===== config.mk =====
export PLATFORM = sky130hd
export DESIGN_NAME = usb_bit_unstuffer
export DESIGN_NICKNAME = d
export VERILOG_FILES = /design/src/rtl/usb_bit_pkg.sv /design/src/rtl/usb_ones_run_counter.sv /design/src/rtl/usb_bit_unstuffer.sv
export SDC_FILE = /design/constraint.sdc
export NUM_CORES = 1
export LEC_CHECK = 0
export BUFFER_PORTS_ARGS = -buffer_cell sky130_fd_sc_hd__buf_2
export CORE_AREA = 4 4 41 43
export CTS_CLUSTER_SIZE = 40
export DETAILED_ROUTE_END_ITERATION = 6
export DIE_AREA = 0 0 45 47
export MAX_ROUTING_LAYER = met4
export SLEW_MARGIN = 20
export SYNTH_ARGS = -nofsm -noshare
export SYNTH_HDL_FRONTEND = slang
export SYNTH_SLANG_ARGS = --single-unit

===== constraint.sdc =====
create_clock -name clk -period 1.49 [get_ports clk]
set_input_delay 0.298 -clock clk [delete_from_list [all_inputs] [get_ports clk]]
set_output_delay 0.298 -clock clk [all_outputs]
set_load 0.02 [all_outputs]

===== src/rtl/usb_bit_pkg.sv =====
// Shared definitions for the USB bit stuffer / unstuffer pair.
package usb_bit_pkg;

    localparam int USB_STUFF_RUN_LEN = 6;

    typedef enum logic [1:0] {
        COUNT = 2'd0,
        STRIP = 2'd1,
        ERR   = 2'd2
    } unstuff_state_t;

endpackage


===== src/rtl/usb_ones_run_counter.sv =====
// Counts consecutive ones in the bit stream; run_done flags the one that completes a run.
module usb_ones_run_counter
    import usb_bit_pkg::*;
#(
    parameter int RUN_LEN = USB_STUFF_RUN_LEN,
    parameter int CNT_W   = $clog2(RUN_LEN + 1)
) (
    input  logic             clk,
    input  logic             nRST,
    input  logic             clear,
    input  logic             en,
    input  logic             in_bit,
    output logic [CNT_W-1:0] cnt,
    output logic             run_done
);

    // Combinational so the owner can act on the completing bit in the same cycle.
    assign run_done = en & in_bit & (cnt == CNT_W'(RUN_LEN - 1));

    always_ff @(posedge clk or negedge nRST) begin
        if (!nRST) begin
            cnt <= '0;
        end else if (clear) begin
            cnt <= '0;
        end else if (en) begin
            if (!in_bit || run_done) begin
                cnt <= '0;
            end else if (cnt < CNT_W'(RUN_LEN)) begin
                cnt <= cnt + 1'b1;
            end
        end
    end

endmodule


===== src/rtl/usb_bit_unstuffer.sv =====
// Receive-side bit unstuffer: drops the zero following every RUN_LEN ones.
// Optional macro USB_UNSTUFF_ERR_EN enables the sticky ERR state and stuff_err pulse.
module usb_bit_unstuffer
    import usb_bit_pkg::*;
#(
    parameter int RUN_LEN = USB_STUFF_RUN_LEN
) (
    input  logic clk,
    input  logic nRST,
    input  logic in_bit,
    input  logic en,
    input  logic clear,
    output logic out_bit,
    output logic out_valid,
    output logic stuff_err
);

    localparam int CNT_W = $clog2(RUN_LEN + 1);

    unstuff_state_t   state_q, state_d;
    logic             bit_d, valid_d, err_d;
    logic             run_done;
    logic [CNT_W-1:0] cnt_unused;

    // Only bits seen in COUNT belong to a run; STRIP/ERR bits never count.
    usb_ones_run_counter #(
        .RUN_LEN (RUN_LEN),
        .CNT_W   (CNT_W)
    ) u_run (
        .clk      (clk),
        .nRST     (nRST),
        .clear    (clear),
        .en       (en && (state_q == COUNT)),
        .in_bit   (in_bit),
        .cnt      (cnt_unused),
        .run_done (run_done)
    );

    always_comb begin
        state_d = state_q;
        bit_d   = out_bit;
        valid_d = 1'b0;
        err_d   = 1'b0;
        if (clear) begin
            state_d = COUNT;
        end else if (en) begin
            case (state_q)
                COUNT: begin
                    bit_d   = in_bit;
                    valid_d = 1'b1;
                    if (run_done) state_d = STRIP;
                end
                STRIP: begin
`ifdef USB_UNSTUFF_ERR_EN
                    if (in_bit) begin
                        state_d = ERR;
                        err_d   = 1'b1;
                    end else begin
                        state_d = COUNT;
                    end
`else
                    // Lenient: a one in the stuff slot is dropped like the zero.
                    state_d = COUNT;
`endif
                end
`ifdef USB_UNSTUFF_ERR_EN
                ERR:     state_d = ERR;
`endif
                default: state_d = COUNT;
            endcase
        end
    end

    always_ff @(posedge clk or negedge nRST) begin
        if (!nRST) begin
            state_q   <= COUNT;
            out_bit   <= 1'b0;
            out_valid <= 1'b0;
            stuff_err <= 1'b0;
        end else begin
            state_q   <= state_d;
            out_bit   <= bit_d;
            out_valid <= valid_d;
            stuff_err <= err_d;
        end
    end

endmodule


### After elaboration in Yosys (flattened, before gate mapping)

Cells that the tools add are included.

| word-level totals | value |
|---|---|
| output and inout port bits | 3 |
| flip-flop bits (word level) | 7 |
| logic and storage cells | 32 |
| input bits | 5 |

| cells by class | value |
|---|---|
| mux-type cells | 11 |
| equal/unequal tests | 2 |
| $lt $le $gt $ge | 1 |
| $add $sub $neg | 1 |
| reduce and logical (&&, ||, !) cells | 10 |
| bitwise gates (word level) | 3 |

Operators by type and width:

| cell | number |
|---|---|
| 2-to-1 mux 3 bit | 4 |
| 2-to-1 mux 2 bit | 4 |
| AND reduction 2 bit | 2 |
| nonzero test 2 bit | 2 |
| adder 3 x 1 -> 3 bit, second input constant | 1 |
| == test 3 bit, second input constant | 1 |
| less-than comparator 3 bit, second input constant | 1 |
| 2-to-1 mux 1 bit | 3 |
| inequality test 3 x 2 -> 1 bit, second input constant | 1 |
| AND reduction 3 bit | 1 |
| nonzero test 3 bit | 1 |
| AND 1 bit | 2 |
| logical NOT 2 bit | 1 |
| logical AND 1 bit | 1 |
| logical NOT 1 bit | 1 |
| logical OR 1 bit | 1 |
| NOT 1 bit | 1 |

### Depth between registers and ports, before layout

| depth | value |
|---|---|
| depth in word-level cells | 8 |
| gate-level depth with buffers | 5 |
| depth with buffers taken out | 5 |

### Modules after synthesis

From an unflattened synthesis, not the netlist that was laid out.

| second synthesis, totals | value |
|---|---|
| cells, all modules | 36 |
| area total of the unflattened synthesis | 371.6 um^2 |

Modules (own cells, without submodules):

| module | times used | cells each | sequential area each (um^2) | area an instance (um^2) |
|---|---|---|---|---|
| usb_ones_run_counter | 1 | 25 | 75.1 | 230.2 |
| usb_bit_unstuffer | 1 | 11 | 75.1 | 141.4 |

### Least setup slack after synthesis

Ideal clock, no wire load.

| timing path | value |
|---|---|
| path kind | register to register |
| from | reg u_run.cnt[1] |
| to | reg u_run.cnt[2] |
| data required time | 1366 ps |
| stages on the path, launching flop included | 6 |
| arrival | 1003 ps |
| period minus slack after synthesis | 1127 ps |
| path slack | 363 ps |
| setup time | 124 ps |
| path buffers | 0 |
| cells stage by stage | dfrtp_1 inv_1 ha_1 nand4b_1 a32oi_1 a21oi_1 |

| on the way | value |
|---|---|
| word-level cells in the longest chain between the ends | 6 |
| elaborated cells between the ends (all ways) | 11 |
| those cells by class | add/sub (1); order compare (1); eq/ne (1); mux (4); bitwise (1); reduce/logical (3) |

RTL lines:

| item | RTL line | source |
|---|---|---|
| start, declared | usb_ones_run_counter.sv:13 | `output logic [CNT_W-1:0] cnt,` |
| start signal, assigned | usb_ones_run_counter.sv:29 | `cnt <= cnt + 1'b1;` |
| branches (longest 6 deep; another with adder 3 x 1 -> 3 bit) | n/a |  |

Several ways; the timed one is not identified. The select of a mux whose other input is x is not followed.
A chain may end at the register's enable or synchronous reset.

### Worst setup path after layout

Same ends and word-level chain as after synthesis.

==> summary.txt <==
Clock network
  • Post-CTS sizing: 0
  • CTS tree: built
  • Post CTS Setup Buffer Count: 0
  • Cts bufs inserted: 3
  • Clock transition at path regs: 0.05 ns
  • Clock Tree Root: clkbuf_4
  • H-tree Lvls: 1
  • Deepest clock path buffer count: 2
  • Worst-skew pair later-pin latency: 0.25 ns
  • Clk sinks: 6

Synth
  • Ys flop type: dfrtp_1
  • Post-synth top area cell: dfrtp_1
  • Simple-Gate Fraction of Synth Area: between 20% and 30%
  • Post-synthesis register bit count: 6
  • Warnings, synthesis: 0
  • Top-count cell post-synth: dfrtp_1
  • Post-synthesis adder-cell area fraction: under 10%
  • Synth area leaders: dfrtp_1 (41%), a32oi_1 (7.2%), ha_1 (6.8%), o32ai_2 (4.5%), a21oi_1 (4.1%)
  • Compound-Gate Fraction of Synth Area: between 20% and 30%
  • Seq/Total Area, Yosys: about two fifths
  • Post-synth EDFFs: 0
  • Synth top cells by count: dfrtp_1 (6), inv_1 (4), a21oi_1 (3), a32oi_1 (3)
  • Largest family of logic cells by synthesized area: simple AND/OR/NAND/NOR gates
  • Mux cell area share after synthesis: under 10%
  • Xor/xnor share of the synthesized area: 0%
  • Mapped Avg Cell Area: ~10 um2
  • Net Count, Synth: 44
  • Synth unique cells: 20
  • Top cell type's share of synthesized area: between 40% and 50%
  • Mapped cell area: between 300 and 400 um2
  • Post-synth ARST share: 100.0%
  • Gate count of the mapped netlist: 37

STA
  • Final Cycle Share: between 80 and 90%
  • Pins over their slew limit: 0
  • RSZ-0062 raised after global routing: no
  • Setup_tns: 0 ns
  • Final Hold Vio Count: 0
  • Setup Skew: about 0.012 ns
  • Final setup fails: 0
  • Tmin final: approximately 1.2 ns
  • Worst hold margin: 0.3102 ns
  • F_max: between 800 and 900 MHz

Floorplanning
  • Die X: around 45 um
  • Die height: 47 um
  • I/O Pins: 8
  • DIE AREA: roughly 2100 um2
  • Site Rows: 13
  • Starting Density: between 20% and 30%
  • Core area: 1301 um2

Global route
  • Vias in the first global route: 287
  • Global-route wire length before repair: about 1200 um
  • Largest net degree at the start of global routing: 9
  • Gr ovfl total: 0
  • GRT Total Usage: between 8 and 9%
  • Initial antenna violation count: 0

Placed design
  • Routability cong.: 0.7756
  • # port buffers: 6
  • Placed cell count: 57

Status
  • Status: finished clean

Finish
  • Register area: between 150 and 200 um2
  • # diodes: 0
  • Fin cells: between 60 and 70
  • Final nets: 55
  • Fill cells: about 140
  • P&R area growth vs syn: 20.21%
  • Multi-input logic area: around 190 um2
  • Fraction of layout cells with a size suffix above 1: 26.09%

Worst setup path
  • R2R setup slack: around 0.27 ns
  • Worst R2R Path Depth: 5
  • Crit end category: register
  • Crit start category: register
  • Critical path arrival: approximately 1.4 ns
  • Critical-path maximum fanout: 5
  • Start of the worst register-to-register path: u_run.cnt[1]
  • R2R Path End: u_run.cnt[2]
  • Crit-path leading delay family: flip-flops
  • Cells along the critical path: inv_1 -> ha_1 -> nand4b_1 -> a32oi_1 -> a21oi_1
  • Worst Setup Path Type: reg2reg
  • Slowest cell delay on critical path: 0.42 ns
  • Buf/Inv on CP: 1
  • WP data required: around 1.6 ns
  • Slowest CP cell: dfrtp_1

Routing
  • Vias/cell: just under 5
  • Antenna Violating Nets Remaining: 0
  • 1st-iter DRT viols: 4
  • Total Wirelength: around 670 um
  • DR WL/cell: roughly 11 um
  • Post-route DRC: 0
  • Pre-antenna DRT Iters: 3
  • Via count: 293

Min path
  • Min-Delay Path Class: in2reg
  • Hold path endpoint: state_q[0]
  • Hold Startpoint: clear
  • Hold Path Stages: 2

Power and ir drop
  • Power per Cell Area: between 900 and 1000 nW/um2
  • Tot Pwr: just under 400 uW
  • P_leak: between 0.00015 and 0.0002 uW
  • Peak VDD IR: 433.5 uV

Flow run
  • Max_cap viols: 0
cell usage in the layout (no fill, tap or decap), types with 2 or more instances in the layout:
cell      count
clkbuf_4      3
nor2b_1       2
a21oi_1       3
buf_2         6
nand2_1       2
nor2_1        2
inv_1         4
o21ai_0       2
a32oi_1       3
dfrtp_1       6
ha_1          2
logic make-up after synthesis:
group	after synthesis
DFF	6
AOI/OAI and AO/OA	10
muxes	1
adders and majority gates	2
buffers and inverters	5
and+or+nand+nor	12
other	1
how the worst max path moves through the flow:
stage	endpoint	slack [ns]	start	cells after the start
4_1_cts	u_run.cnt[2]	0.28	u_run.cnt[1]	5
5_1_grt	u_run.cnt[2]	0.15	u_run.cnt[1]	5
3_5_place_dp	u_run.cnt[2]	0.29	u_run.cnt[1]	5
6_report	u_run.cnt[2]	0.27	u_run.cnt[1]	5
3_3_place_gp	u_run.cnt[1]	0.27	u_run.cnt[1]	5
2_1_floorplan	u_run.cnt[2]	0.36	u_run.cnt[1]	5
per-stage QoR:
step / util (%) / setup WS, ns / cell area (um2)
after floorplan: - / 0.3634 / 365.4
after global placement: 31.25 / 0.2665 / 406.6
after detailed placement: 31.25 / 0.2936 / 406.6
after CTS: 33.75 / 0.2776 / 439.2
after global routing: 33.75 / 0.1523 / 439.2
final: 33.75 / 0.2704 / 439.2
sequential cells by signal (all words and copies together), names as in the netlist:
register   flops
out_bit        1
out_valid      1
state_q        1
u_run.cnt      3
repair_timing:
item / in CTS / in global routing
setup endpoints to repair: 0 / 0
hold buffers: 1 / 0
endpoints found under the hold margin: 6 / 0
report_power, final:
part	switching [uW]	total [uW]	internal (uW)
sequential	6.93	179	172
clock	62.5	154	91.4
combinational	37.6	64.1	26.5
total	107	397	290
metal layers:
metal	part of all wire (%)	routed length [um]	GRT usage, %
met2	44	294	12.43
met4	3.3	22	8.772
met5	0	0	-
met3	7.4	50	3.831
met1	45	306	7.834
worst reg2reg max path, cell delays in order, from the launching register on:
cell,delay (ns)
dfrtp_1,0.42
inv_1,0.10
ha_1,0.19
nand4b_1,0.13
a32oi_1,0.21
a21oi_1,0.05
layout make-up:
cell class                 instances  area share (%)
multi-input combinational         26           43.87
sequential                         6           34.19
timing repair buffer               7           9.117
clock buffer                       3           5.128
tap                               15           4.274
inverter                           4           3.419
No activity file was read; power rests on OpenSTA's default activity.
